**config.mk**
```make
export PLATFORM = sky130hd
export DESIGN_NAME = pwm_capture
export DESIGN_NICKNAME = d
export VERILOG_FILES = /design/src/rtl/pwm_capture.sv
export SDC_FILE = /design/constraint.sdc
export NUM_CORES = 1
export LEC_CHECK = 0
export ABC_AREA = 1
export CAP_MARGIN = 10
export CORE_ASPECT_RATIO = 0.9
export CORE_MARGIN = 5
export CORE_UTILIZATION = 45
export DETAILED_ROUTE_END_ITERATION = 8
export GPL_TIMING_DRIVEN = 0
export HOLD_SLACK_MARGIN = 0.15
export PLACE_DENSITY = 0.61
export REMOVE_ABC_BUFFERS = 1
export SLEW_MARGIN = 20
export SYNTH_ARGS = -nofsm -noshare
export SYNTH_HDL_FRONTEND = slang
export SYNTH_SLANG_ARGS = --single-unit
export TNS_END_PERCENT = 50
```
**constraint.sdc**
```tcl
create_clock -name clk -period 4.5 [get_ports clk]
set_input_delay 0.9 -clock clk [delete_from_list [all_inputs] [get_ports clk]]
set_output_delay 0.9 -clock clk [all_outputs]
set_load 0.02 [all_outputs]
```
**src/rtl/pwm_capture.sv**
```systemverilog
// Servo PWM decoder: measures the high time of a synchronized pulse train and
// converts it to an angle (0..180) using an incremental prescaler, no divider.
module pwm_capture #(
  parameter int BASE_CYCLES    = 50000,
  parameter int CYC_PER_DEG    = 277,
  parameter int MIN_CYCLES     = 25000,
  parameter int MAX_CYCLES     = 125000,
  parameter int TIMEOUT_CYCLES = 1500000
) (
  input  logic        clk,
  input  logic        rst,
  input  logic        pwm_in,
  output logic [7:0]  angle,
  output logic [16:0] width,
  output logic        valid,
  output logic        err,
  output logic        lost
);

  localparam int TW = $clog2(TIMEOUT_CYCLES + 1);
  localparam int PW = $clog2(CYC_PER_DEG + 1);

  localparam logic [16:0]   BASE_W  = 17'(BASE_CYCLES);
  localparam logic [16:0]   MIN_W   = 17'(MIN_CYCLES);
  localparam logic [16:0]   MAX_W   = 17'(MAX_CYCLES);
  localparam logic [PW-1:0] PRE_TOP = PW'(CYC_PER_DEG - 1);
  localparam logic [TW-1:0] TMO_TOP = TW'(TIMEOUT_CYCLES);
  localparam logic [7:0]    DEG_TOP = 8'd180;

  typedef enum logic [1:0] {ARM, WAIT_RISE, MEASURE} state_t;

  function automatic logic [16:0] sat_inc17(input logic [16:0] v);
    return (v == 17'h1ffff) ? v : v + 17'd1;
  endfunction

  function automatic logic [TW-1:0] sat_inc_tmo(input logic [TW-1:0] v);
    return (v == TMO_TOP) ? v : v + TW'(1);
  endfunction

  state_t        state_q, state_d;
  logic          sync1_q, pwm_s_q, pwm_d_q;
  logic [1:0]    fill_q, fill_d;
  logic [16:0]   cnt_q, cnt_d, cnt_inc;
  logic [PW-1:0] pre_q, pre_d;
  logic [7:0]    deg_q, deg_d;
  logic [TW-1:0] tmo_q, tmo_d;
  logic [7:0]    angle_q, angle_d;
  logic [16:0]   width_q, width_d;
  logic          valid_q, valid_d, err_q, err_d, lost_q, lost_d;
  logic          rise, fall;

  assign rise    = pwm_s_q & ~pwm_d_q;
  assign fall    = ~pwm_s_q & pwm_d_q;
  assign cnt_inc = sat_inc17(cnt_q);

  always_comb begin
    state_d = state_q;
    fill_d  = (fill_q == 2'd2) ? fill_q : fill_q + 2'd1;
    cnt_d   = cnt_q;
    pre_d   = pre_q;
    deg_d   = deg_q;
    angle_d = angle_q;
    width_d = width_q;
    valid_d = 1'b0;
    err_d   = 1'b0;
    case (state_q)
      // fill_q keeps ARM from trusting the zeroed synchronizer right after reset
      ARM: if (fill_q == 2'd2 && !pwm_s_q) state_d = WAIT_RISE;
      WAIT_RISE: begin
        if (rise) begin
          state_d = MEASURE;
          cnt_d   = 17'd1;  // the rising-edge cycle is itself the first high cycle
          pre_d   = '0;
          deg_d   = '0;
        end
      end
      MEASURE: begin
        if (cnt_q > MAX_W) begin
          err_d   = 1'b1;
          state_d = ARM;
        end else if (fall) begin
          if (cnt_q >= MIN_W) begin
            valid_d = 1'b1;
            angle_d = deg_q;
            width_d = cnt_q;
          end else begin
            err_d = 1'b1;
          end
          state_d = WAIT_RISE;
        end else if (pwm_s_q) begin
          cnt_d = cnt_inc;
          // one degree for every CYC_PER_DEG cycles beyond BASE_CYCLES
          if (cnt_inc > BASE_W) begin
            if (pre_q == PRE_TOP) begin
              pre_d = '0;
              if (deg_q != DEG_TOP) deg_d = deg_q + 8'd1;
            end else begin
              pre_d = pre_q + PW'(1);
            end
          end
        end
      end
      default: state_d = ARM;
    endcase

    tmo_d = rise ? '0 : sat_inc_tmo(tmo_q);
    if (valid_d)                                lost_d = 1'b0;
    else if (tmo_q != TMO_TOP && tmo_d == TMO_TOP) lost_d = 1'b1;
    else                                        lost_d = lost_q;
  end

  always_ff @(posedge clk) begin
    if (rst) begin
      state_q <= ARM;
      sync1_q <= 1'b0;
      pwm_s_q <= 1'b0;
      pwm_d_q <= 1'b0;
      fill_q  <= '0;
      cnt_q   <= '0;
      pre_q   <= '0;
      deg_q   <= '0;
      tmo_q   <= '0;
      angle_q <= '0;
      width_q <= '0;
      valid_q <= 1'b0;
      err_q   <= 1'b0;
      lost_q  <= 1'b1;
    end else begin
      state_q <= state_d;
      sync1_q <= pwm_in;
      pwm_s_q <= sync1_q;
      pwm_d_q <= pwm_s_q;
      fill_q  <= fill_d;
      cnt_q   <= cnt_d;
      pre_q   <= pre_d;
      deg_q   <= deg_d;
      tmo_q   <= tmo_d;
      angle_q <= angle_d;
      width_q <= width_d;
      valid_q <= valid_d;
      err_q   <= err_d;
      lost_q  <= lost_d;
    end
  end

  assign angle = angle_q;
  assign width = width_q;
  assign valid = valid_q;
  assign err   = err_q;
  assign lost  = lost_q;

endmodule

```
==> results of run 1 <==
[power by group]
group	internal [uW]	switching, uW	total, uW	leakage (uW)
Combinational	189	390	579	0.00158
Sequential	886	84.1	970	0.000729
Clock	393	328	721	0.000133
Total	1470	802	2270	0.00244
[worst min-delay path, cell delays in order (launching register included)]
cell and delay, ns:
dfxtp_1 0.30, inv_1 0.05, nor2_1 0.03
[layout make-up]
class | instances | area, sq um | share of cell area [%]
multi-input cells | 562 | 2740 | 46.5
flip-flops and latches | 90 | 1800 | 30.6
inverters | 138 | 519 | 8.81
repair buffers | 34 | 357 | 6.05
clock buffers | 11 | 243 | 4.12
well taps | 156 | 195 | 3.31
clock inverters | 5 | 37.5 | 0.637
[stage by stage]
stage	std cells	setup TNS [ns]	hold slack (ns)	setup slack, ns
global placement	976	-18.29	0.408	-0.521
detailed placement	980	0	0.414	0.609
CTS	996	0	0.424	0.589
global route	996	0	0.449	0.263
finish	996	0	0.419	0.499
floorplan	790	0	0.388	1.21
[worst paths after layout]
check                            to  cells after the start                     from  slack, ns
max reg2reg  cnt_q[16]$_SDFFE_PP0P_                      9  state_q[0]$_SDFFE_PP0P_       0.50
min              pwm_s_q$_SDFF_PP0_                      2       sync1_q$_SDFF_PP0_       0.42
max          cnt_q[16]$_SDFFE_PP0P_                      9  state_q[0]$_SDFFE_PP0P_       0.50
min reg2reg      pwm_s_q$_SDFF_PP0_                      2       sync1_q$_SDFF_PP0_       0.42
[per-layer routing]
layer	vias up	wire length [um]	global-route usage (%)
met1	2331	6240	25.4
met4	0	155	4.35
met5	-	0	0
met2	112	5440	29.0
li1	2670	-	-
met3	14	634	5.08
[state kept, by name, summed over array words and instances (netlist names), 2 cells and up]
| signal | count |
|---|---|
| width | 17 |
| deg_q | 8 |
| state_q | 2 |
| pre_q | 9 |
| cnt_q | 17 |
| fill_q | 2 |
| angle | 8 |
| tmo_q | 21 |
[cells in the mapped netlist, types with 4 or more instances]
library cell  number
a21oi_1           54
dfxtp_1           90
ha_1               9
nor3_1            15
inv_1            134
nor2_1           116
a211oi_1           4
nand3b_1           4
or2_2              5
o21ai_0           46
nand4_1           40
nand2_1          162
xor2_1             6
clkbuf_1          24
nand3_1           74
[cell families after synthesis]
logic type                 share of synthesized area, %
AOI/OAI and AO/OA                                  11.8
adders and majority gates                          2.17
and+or+nand+nor                                    37.6
DFF                                                34.7
xor gates and xnor gates                           1.18
buffers and inverters                              12.6
==> flow_metrics.tcl, run 1 <==
set metrics [dict create \
    slowest_delay_ns 1.18 \
    required_ns 4.73 \
    antenna_found_initial 0 \
    netlist.area_leader.share_pct 34.7 \
    firstDrtPassIters 5 \
    min_period_ns 4.00 \
    post_cts_resize_count 0 \
    clk_pin_slew_ns 0.07 \
    cts_tree "done" \
    dpl.hpwl_mm 8.93 \
    clockRootBuffer "clkbuf_16" \
    setup.worst_path.class "flip-flop to flip-flop" \
    die_height_um 112 \
    ys_seq_area_share_pct 34.7 \
    coreArea_sq_um 11400 \
    final_nets 847 \
    synthArstFlopShare_pct 0 \
    grt.overflow.total 0 \
    crit_buf_inv 3 \
    synth.area.top_cells "dfxtp_1, nand2_1, inv_1" \
    ant_nets 0 \
    p_total_uw 2270 \
    clock_latency_ns 0.35 \
    synthFlopType "dfxtp_1" \
    drive_gt1_share_pct 5.12 \
    cp-end-kind "flip-flop" \
    vias 5127 \
    layout_common_cells "nand2_1, inv_1, nor2_1" \
    yosysWarnings 0 \
    ys_types 37 \
    synth_edf_count 0 \
    ios 31 \
    max_freq_ghz 0.250 \
    filler_cell_count 1203 \
    start_kind "flip-flop" \
    gp_congestion 0.879 \
    cp_slowest_cell "a21oi_1" \
    viasPerCell 5.15 \
    grt_pass1_wl_mm 21.2 \
    drtIter0Drc 391 \
    crit_chain "inv_1, nand2_1, clkinv_1, a21oi_1, o21ai_2, inv_1, nand2_1, nand2_1, a21oi_1" \
    grt_setup_unrepaired "no" \
    row_count 37 \
    wirelength_mm 12.5 \
    powerDensity_nw_per_um2 385 \
    p_leak_uw 0.00244 \
    slew-limit-headroom_pct 23.4 \
    crit_fanout 26 \
    area_delta_synth_final_pct 13.5 \
    cts_buffers 9 \
    worst_slew_pin_slew_ns 1.15 \
    cp.arrival_ns 4.23 \
    cts_sinks 90 \
    clk_path_buf_depth 2 \
    placed_cell_area_sq_um 5610 \
    grt_util_all_layers_pct 18.6 \
    wl_per_cell_um 12.5 \
    clock-skew-final_ns 0.00582 \
    hold_viol 0 \
    yosysTopAreaCell "dfxtp_1" \
    ir_worst_vdd_mv 0.254 \
    fin_util_pct 51.7 \
    final_max_slew_viol_count 0 \
    synth.avg_cell_area_sq_um 6.32 \
    hp-class "flip-flop to flip-flop" \
    die-area_sq_um 13800 \
    setup_viol 0 \
    grt_start_max_net_pins 47 \
    antennaDiodeCount 0 \
    die_w_um 123 \
    drt_drc_violations_left 0 \
    timing.final.crit_share_pct 88.9 \
    start_util_pct 45.6 \
    post_cts_buffers 0 \
    max_cap_viol_count 0 \
    cp_common_cell "nand2_1" \
    status "finished clean" \
    synth_cells 821 \
    portBuffers 30 \
    synth_seq_cells 90 \
    cts.hold.buffers_added 0 \
    htree_levels 3 \
    grt_pass1_vias 4605 \
    layout_commonest_cell "nand2_1" \
    syn_area_sq_um 5190 \
    critPathTopFamily "compound AO/OA/AOI/OAI gates" \
    final_area_sq_um 5890 \
]
No activity file was read; power rests on OpenSTA's default activity.
==> inputs of run 2 (changes only) <==
Settings changed: CORE_ASPECT_RATIO 0.9 to not set, CORE_MARGIN 5 to not set.
==> flow_metrics.tcl, run 2 (synthesis gave the netlist of run 1 again) <==
set metrics [dict create \
    met2_length_mm 5.73 \
    max_freq_ghz 0.279 \
    worst_slew_pin_slew_ns 0.884 \
    htree_levels 3 \
    antenna_found_initial 0 \
    seq_area_sq_um 1800 \
    clk_path_buf_depth 2 \
    die_height_um 109 \
    die_w_um 109 \
    p_seq_share_pct 42.6 \
    cts_sinks 90 \
    fin_util_pct 53.2 \
    ir_worst_vdd_mv 0.179 \
    powerDensity_nw_per_um2 387 \
    placed_cell_area_sq_um 5590 \
    ios 31 \
    p_leak_uw 0.00245 \
    cp.arrival_ns 3.82 \
    slew-limit-headroom_pct 40.7 \
    vias 5014 \
    stdcell_count 980 \
    die-area_sq_um 12000 \
    crit_fanout 26 \
    clockRootBuffer "clkbuf_16" \
    wirelength_mm 12.2 \
    clock-skew-final_ns 0.00718 \
    final_max_slew_viol_count 0 \
    cp-end-kind "flip-flop" \
    drt-met1-wl_mm 5.83 \
    clk_pin_slew_ns 0.07 \
    post_cts_resize_count 0 \
    grt.overflow.total 0 \
    post_cts_buffers 0 \
    cts_tree "done" \
    top_layer_used "met4" \
    required_ns 4.73 \
    cp_common_cell "nand2_1" \
    gp_congestion 0.880 \
    max_cap_viol_count 0 \
    min_period_ns 3.59 \
    p_sw_share_pct 34.3 \
    area_delta_synth_final_pct 13.1 \
    drt_drc_violations_left 0 \
    dp_cells 964 \
    timing.final.crit_share_pct 79.7 \
    portBuffers 30 \
    layout_common_cells "nand2_1, inv_1, nor2_1" \
    dpl.hpwl_mm 8.67 \
    setup.worst_path.class "flip-flop to flip-flop" \
    antennaDiodeCount 0 \
    hold_viol 0 \
    cp_slowest_cell "a21oi_2" \
    grt_pass1_vias 4428 \
    final_area_sq_um 5870 \
    multi_input_area_sq_um 2740 \
    hp-class "flip-flop to flip-flop" \
    grt_util_all_layers_pct 21.8 \
    p_total_uw 2270 \
    coreArea_sq_um 11000 \
    cts.hold.buffers_added 0 \
    worstSetupStartpoint "state_q[0]$_SDFFE_PP0P_" \
    firstDrtPassIters 7 \
    grt_start_max_net_pins 47 \
    power_frac_comb_pct 25.3 \
    start_util_pct 47.1 \
    drive_gt1_share_pct 5.12 \
    fin_setup_tns_ns 0 \
    grt_pass1_wl_mm 20.5 \
    reg2reg_from "state_q[0]$_SDFFE_PP0P_" \
    max_flop_register "tmo_q" \
    setup_viol 0 \
    drtIter0Drc 219 \
    route.met3.wl_um 403 \
    start_kind "flip-flop" \
    p_int_uw 1490 \
    crit_chain "inv_1, nand2_1, clkinv_1, a21oi_2, o21ai_2, inv_1, nand2_1, nand2_1, a21oi_1" \
    layout_commonest_cell "nand2_1" \
    cts_buffers 9 \
    viasPerCell 5.12 \
    grt_setup_unrepaired "no" \
    worstHoldStart "sync1_q$_SDFF_PP0_" \
    clock_latency_ns 0.35 \
    slowest_delay_ns 0.84 \
    row_count 38 \
    final_nets 847 \
    largest_reg_flops 21 \
    clock_power_share_pct 32.1 \
    wl_per_cell_um 12.5 \
    status "finished clean" \
    filler_cell_count 1158 \
    p_switching_uw 780 \
    ant_nets 0 \
]
[run 2: final timing paths]
check,end,slack [ns],cells past startpoint
setup / recovery,cnt_q[16]$_SDFFE_PP0P_,0.91,9
hold / removal,pwm_s_q$_SDFF_PP0_,0.40,2
setup reg to reg,cnt_q[16]$_SDFFE_PP0P_,0.91,9
hold reg to reg,pwm_s_q$_SDFF_PP0_,0.40,2
[run 2: cell type report]
cell class / instances / share of cell area (%)
inverter: 138 / 8.84
clock buffer: 14 / 4.67
multi-input combinational: 562 / 46.7
sequential: 90 / 30.7
tap: 140 / 2.98
clock inverter: 2 / 0.170
timing repair buffer: 34 / 5.94
[run 2: critical path, delay by kind of cell (launching register included)]
kind                   cells  cell delay, ns
AOI/OAI and AO/OA          3            1.22
and+or+nand+nor            3            0.57
DFF                        1            0.35
buffers and inverters      3            1.33
[run 2: metal layers]
| layer | up-vias | global-route usage, % |
|---|---|---|
| li1 | 2673 | - |
| met5 | - | 0 |
| met2 | 92 | 36.3 |
| met3 | 17 | 3.32 |
| met4 | 0 | 9.71 |
| met1 | 2232 | 27.8 |
[run 2: power by group through the flow]
stage / clock (uW) / sequential, uW / combinational (uW)
2_1_floorplan: 0 / 961 / 438
3_3_place_gp: 0 / 983 / 548
3_5_place_dp: 0 / 984 / 570
4_1_cts: 751 / 967 / 574
5_1_grt: 783 / 981 / 666
6_report: 731 / 968 / 575
[run 2: stage by stage]
step                      worst slack (ns)  hold WS (ns)
final                                0.911         0.403
after global routing                 0.490         0.440
after CTS                            0.503         0.405
after detailed placement             0.519         0.396
after global placement              -0.624         0.394
after floorplan                       1.21         0.388
==> inputs of run 3 (changes only) <==
Settings changed: PLACE_DENSITY 0.61 to 0.64.
Clock period 4.5 ns to 3.2 ns, I/O delays scaled along.
==> flow_metrics.tcl, run 3 (synthesis gave the netlist of run 1 again) <==
set metrics [dict create \
    slowest_delay_ns 0.51 \
    grt.overflow.total 0 \
    p_int_uw 2220 \
    worstReg2RegEnd "cnt_q[16]$_SDFFE_PP0P_" \
    start_kind "flip-flop" \
    layout_commonest_cell "nand2_1" \
    cts.hold.buffers_added 0 \
    setup_viol 0 \
    grt_util_all_layers_pct 21.3 \
    min_period_ns 2.82 \
    p_sw_share_pct 33.4 \
    p_seq_share_pct 40.8 \
    ant_nets 0 \
    dp_cells 964 \
    row_count 38 \
    clock-skew-final_ns 0.00512 \
    die_w_um 109 \
    required_ns 3.43 \
    cts_sinks 90 \
    drt_drc_violations_left 0 \
    clockRootBuffer "clkbuf_16" \
    wirelength_mm 11.8 \
    reg2reg_setup_slack_ns 0.38 \
    dp_slack_ns -0.667 \
    gp_congestion 0.898 \
    area_delta_synth_final_pct 14.3 \
    cp.arrival_ns 3.05 \
    hold_viol 0 \
    critPathTopFamily "buffers and inverters" \
    final_max_slew_viol_count 0 \
    final_nets 847 \
    ios 31 \
    portBuffers 30 \
    dpl.hpwl_mm 8.59 \
    cp_common_cell "nand2_1" \
    filler_cell_count 1125 \
    crit_chain "inv_1, nand2_1, clkinv_2, a21oi_4, o21ai_2, inv_1, nand2_1, nand2_1, a21oi_1" \
    crit_buf_inv 3 \
    timing.critical_path.depth 9 \
    viasPerCell 5.19 \
    timing.final.crit_share_pct 88.1 \
    max_freq_ghz 0.355 \
    p_leak_uw 0.00247 \
    cp_slowest_cell "a21oi_4" \
    cts_buffers 9 \
    layout_common_cells "nand2_1, inv_1, nor2_1" \
    drtIter0Drc 201 \
    drive_gt1_share_pct 5.48 \
    grt_pass1_wl_mm 20.3 \
    stdcell_count 980 \
    coreArea_sq_um 11000 \
    clock_power_share_pct 34.7 \
    worstSetupStartpoint "state_q[0]$_SDFFE_PP0P_" \
    status "finished clean" \
    die-area_sq_um 12000 \
    clk_pin_slew_ns 0.07 \
    grt_setup_unrepaired "no" \
    ir_worst_vdd_mv 0.386 \
    reg2reg_depth 9 \
    crit_fanout 26 \
    wl_per_cell_um 12.0 \
    setup.worst_path.class "flip-flop to flip-flop" \
    largest_reg_flops 21 \
    firstDrtPassIters 5 \
    antenna_found_initial 0 \
    slew-limit-headroom_pct 55.0 \
    p_switching_uw 1120 \
    clock_latency_ns 0.35 \
    p_total_uw 3340 \
    antennaDiodeCount 0 \
    clk_path_buf_depth 2 \
    htree_levels 3 \
    powerDensity_nw_per_um2 562 \
    reg2reg_from "state_q[0]$_SDFFE_PP0P_" \
    die_height_um 109 \
    grt_start_max_net_pins 47 \
    cp-end-kind "flip-flop" \
    fin_util_pct 53.8 \
    post_cts_buffers 0 \
    grt_pass1_vias 4661 \
    cp-endpoint "cnt_q[16]$_SDFFE_PP0P_" \
    max_cap_viol_count 0 \
    cts_tree "done" \
    setup_slack_ns 0.380 \
    start_util_pct 47.1 \
    hp-class "flip-flop to flip-flop" \
    worst_slew_pin_slew_ns 0.673 \
    max_flop_register "tmo_q" \
    vias 5084 \
    power_frac_comb_pct 24.4 \
]
## run 3: cell types whose count changed in the layout (fill, tap and decap cells not counted), sizes merged
cell / before / now
clkbuf: 14 / 10
clkinvlp: 0 / 2
inv: 136 / 137
bufinv: 0 / 2
clkinv: 4 / 3
## run 3: per-stage QoR
| stage | hold WS, ns | cell area [sq um] | TNS (ns) |
|---|---|---|---|
| 2_1_floorplan | 0.388 | 5060 | -0.307 |
| 3_3_place_gp | 0.401 | 5530 | -89.09 |
| 6_report | 0.406 | 5930 | 0 |
| 3_5_place_dp | 0.401 | 5590 | -13.39 |
| 4_1_cts | 0.410 | 5930 | 0 |
| 5_1_grt | 0.438 | 5930 | 0 |
## run 3: routing by layer
layer	GRT usage, %	part of all wire, %	up-vias
met5	0	0	-
met4	7.52	2.0	0
met3	4.68	3.8	21
met2	37.3	48	82
met1	25.5	47	2305
li1	-	-	2676
## run 3: how the worst min path moves through the flow
stage	from	end	slack (ns)	depth (start not counted)
after floorplan	sync1_q$_SDFF_PP0_	pwm_s_q$_SDFF_PP0_	0.39	2
after global placement	sync1_q$_SDFF_PP0_	pwm_s_q$_SDFF_PP0_	0.40	2
after detailed placement	sync1_q$_SDFF_PP0_	pwm_s_q$_SDFF_PP0_	0.40	2
after CTS	sync1_q$_SDFF_PP0_	pwm_s_q$_SDFF_PP0_	0.41	2
after global routing	sync1_q$_SDFF_PP0_	pwm_s_q$_SDFF_PP0_	0.44	2
final	sync1_q$_SDFF_PP0_	pwm_s_q$_SDFF_PP0_	0.41	2
## run 3: cell type report
cell class              count  area, sq um  share of cell area (%)
multi-input cells         562         2750                    46.4
repair buffers             34          357                    6.01
clock buffers              10          239                    4.03
well taps                 140          175                    2.95
inverters                 138          520                    8.77
flip-flops and latches     90         1800                    30.4
clock inverters             6         88.8                    1.50
## run 3: timing repair
| action | CTS | global route |
|---|---|---|
| gates resized for setup | 2 | 1 |
| setup endpoints to repair | 26 | 12 |
| hold endpoints to repair | 0 | 0 |
## run 3: worst register-to-register path, cell delays in order (launching register included)
cell and delay (ns):
dfxtp_1 0.34, inv_1 0.06, nand2_1 0.31, clkinv_2 0.46
a21oi_4 0.51, o21ai_2 0.26, inv_1 0.43, nand2_1 0.18
nand2_1 0.10, a21oi_1 0.05
## run 3: power by group through the flow
stage / logic (uW) / registers [uW] / clock network (uW)
after global routing: 938 / 1380 / 1230
final: 815 / 1360 / 1160
after detailed placement: 803 / 1380 / 0
after global placement: 763 / 1380 / 0
after CTS: 811 / 1360 / 1190
after floorplan: 616 / 1350 / 0
==> patch: new RTL, flow settings as in run 3 <==
The parameter `CYC_PER_DEG` goes from 277 to 138.
--- a/src/rtl/pwm_capture.sv
+++ b/src/rtl/pwm_capture.sv
@@ -2,7 +2,7 @@
 // converts it to an angle (0..180) using an incremental prescaler, no divider.
 module pwm_capture #(
   parameter int BASE_CYCLES    = 50000,
-  parameter int CYC_PER_DEG    = 277,
+  parameter int CYC_PER_DEG    = 138,
   parameter int MIN_CYCLES     = 25000,
   parameter int MAX_CYCLES     = 125000,
   parameter int TIMEOUT_CYCLES = 1500000
Formal check against the unedited RTL: same outputs for any inputs over 10 cycles, from zero or initial values and one cycle with rst high; that may be too few to reach the edited logic, so the function may still have changed.
==> patch against run 3 <==
Fmax up 1.9%. Cell area down 6.2%. Die area down 4.2%. Sequential share of layout area up 1.7 points. Worst setup slack better by 0.051 ns. Routed wire length up 3.1%. Sequential cell count down 1. Highest routed layer unchanged. Power down 9.3%. Synthesized area down 4.3%.
==> patch: results (changes against run 3) <==
| Metric | Value |
|---|---|
| Result of the run | `finished clean` |
| Drt total wl | `12200 um (+3.1%)` |
| Post-DP Area | `5350 um^2 (-4.3%)` |
| Met2 Resource Use GR | `0.350 (-0.0235)` |
| CP max stage delay | `0.44 ns (-0.07 ns)` |
| Critical Path Sink | `deg_q[7]` |
| Routability cong. | `0.957 (+6.6%)` |
| Ranking of synthesized cells by area | `dfxtp_1 (36%), nand2_1 (11%), inv_1 (7.3%), nor2_1 (7.0%), o21ai_0 (5.2%)` |
| DP HPWL | `8630 um (+0.46%)` |
| Met3 Resource Use GR | `0.0517 (+0.00484)` |
| Skew final | `0.00725 ns (+0.00212 ns)` |
| First-pass GRT wire length | `20900 um (+3.0%)` |
| Adder-Cell Fraction of Synth Area | `0.0227 (+0.000966)` |
| Seq/Total Area, Yosys | `0.358 (+0.0114)` |
| R2R setup slack | `0.43 ns (+0.05 ns)` |
| Routed vias | `4813 (-5.3%)` |
| Max Clock Freq | `0.361 GHz (+1.9%)` |
| IO Port Bufs | `30 (unchanged)` |
| Slew @ Worst Pin | `0.770 ns (+0.0965 ns)` |
| Initial DRC Count | `337 (+68%)` |
| Post-synth top cells | `nand2_1 (145), inv_1 (97), nor2_1 (93), dfxtp_1 (89), o21ai_0 (52)` |
| Peak VDD IR | `0.289 mV (-25%)` |
| Synth Area in Compound Gates | `0.137 (+0.0196)` |
| Asr flop ratio synth | `0 (unchanged)` |
| Largest net degree at the start of global routing | `50 (+6.4%)` |
| R2R cell count | `19 (+10)` |
| Final net count | `781 (-7.8%)` |
| Initial antenna violation count | `0 (unchanged)` |
| GR Util met1 | `0.316 (+0.0614)` |
| Post-Synth XOR/XNOR Area | `0.0282 (+0.0164)` |
| Most common flop cell mapped by yosys | `dfxtp_1` |
| WHS Path Cells | `2 (unchanged)` |
| GR Util All Layers | `0.229 (+0.0160)` |
| Vias in the first global route | `4490 (-3.7%)` |
| Layout cells sized above 1 | `0.0766 (+0.0219)` |
| Root buffer cell | `clkbuf_8` |
| Critical Path Fanout Max | `21 (-19%)` |
| Filler cells | `1081 (-3.9%)` |
| Place WS | `0.128 ns (+0.795 ns)` |
| Crit path max-delay cell type | `dfxtp_2` |
| CP startpoint | `cnt_q[0]` |
| Leakage power | `2.19 nW (-11%)` |
| Critical Path AT | `3.07 ns (+0.02 ns)` |
| Max reg flops | `21 (unchanged)` |
-- patch: cell count changes after synthesis, sizes merged, moves of 13 or more --
cell / run 3 / this run
inv: 136 / 100
nor2: 119 / 97
nand2: 166 / 153
nor3: 15 / 31
nand4: 40 / 25
nand3: 79 / 60
-- patch: metal layers --
metal | routed length [um] | part of all wire
met1 | 5970 | 0.49
met2 | 5310 | 0.44
met3 | 681 | 0.056
met4 | 208 | 0.017
met5 | 0 | 0
-- patch: through the flow --
stage	util	setup TNS (ns)	std cells	hold slack, ns
2_1_floorplan	-	0	723	0.388
3_3_place_gp	0.494	-44.75	893	0.392
3_5_place_dp	0.496	0	894	0.400
4_1_cts	0.512	0	906	0.411
5_1_grt	0.516	0	910	0.439
6_report	0.516	0	910	0.408
-- patch: worst max-delay path: cells and delay by family, from the launching register on --
kind / cells / cell delay (ns)
simple gates: 16 / 1.80
buf+inv: 2 / 0.16
flops: 1 / 0.44
fa+ha+maj: 1 / 0.30
-- patch: repair_timing --
action / CTS / global route
setup endpoints to repair: 0 / 29
gates resized for setup: 0 / 3
endpoints found under the hold margin: 0 / 0
setup buffers: 0 / 4
-- patch: where the power goes --
| part | internal, mW | total, mW | switching [mW] |
|---|---|---|---|
| clock | 0.366 | 0.750 | 0.384 |
| sequential | 1.22 | 1.34 | 0.116 |
| combinational | 0.278 | 0.936 | 0.658 |
| total | 1.87 | 3.03 | 1.16 |
-- patch: area by class of cell --
| cell class | count | area [um^2] | share of cell area |
|---|---|---|---|
| Sequential cell | 89 | 1780 | 0.320 |
| Tap cell | 140 | 175 | 0.0315 |
| Inverter | 105 | 398 | 0.0715 |
| Clock inverter | 1 | 30.0 | 0.00540 |
| Multi-Input combinational cell | 529 | 2690 | 0.484 |
| Clock buffer | 11 | 141 | 0.0254 |
| Timing Repair Buffer | 35 | 345 | 0.0621 |
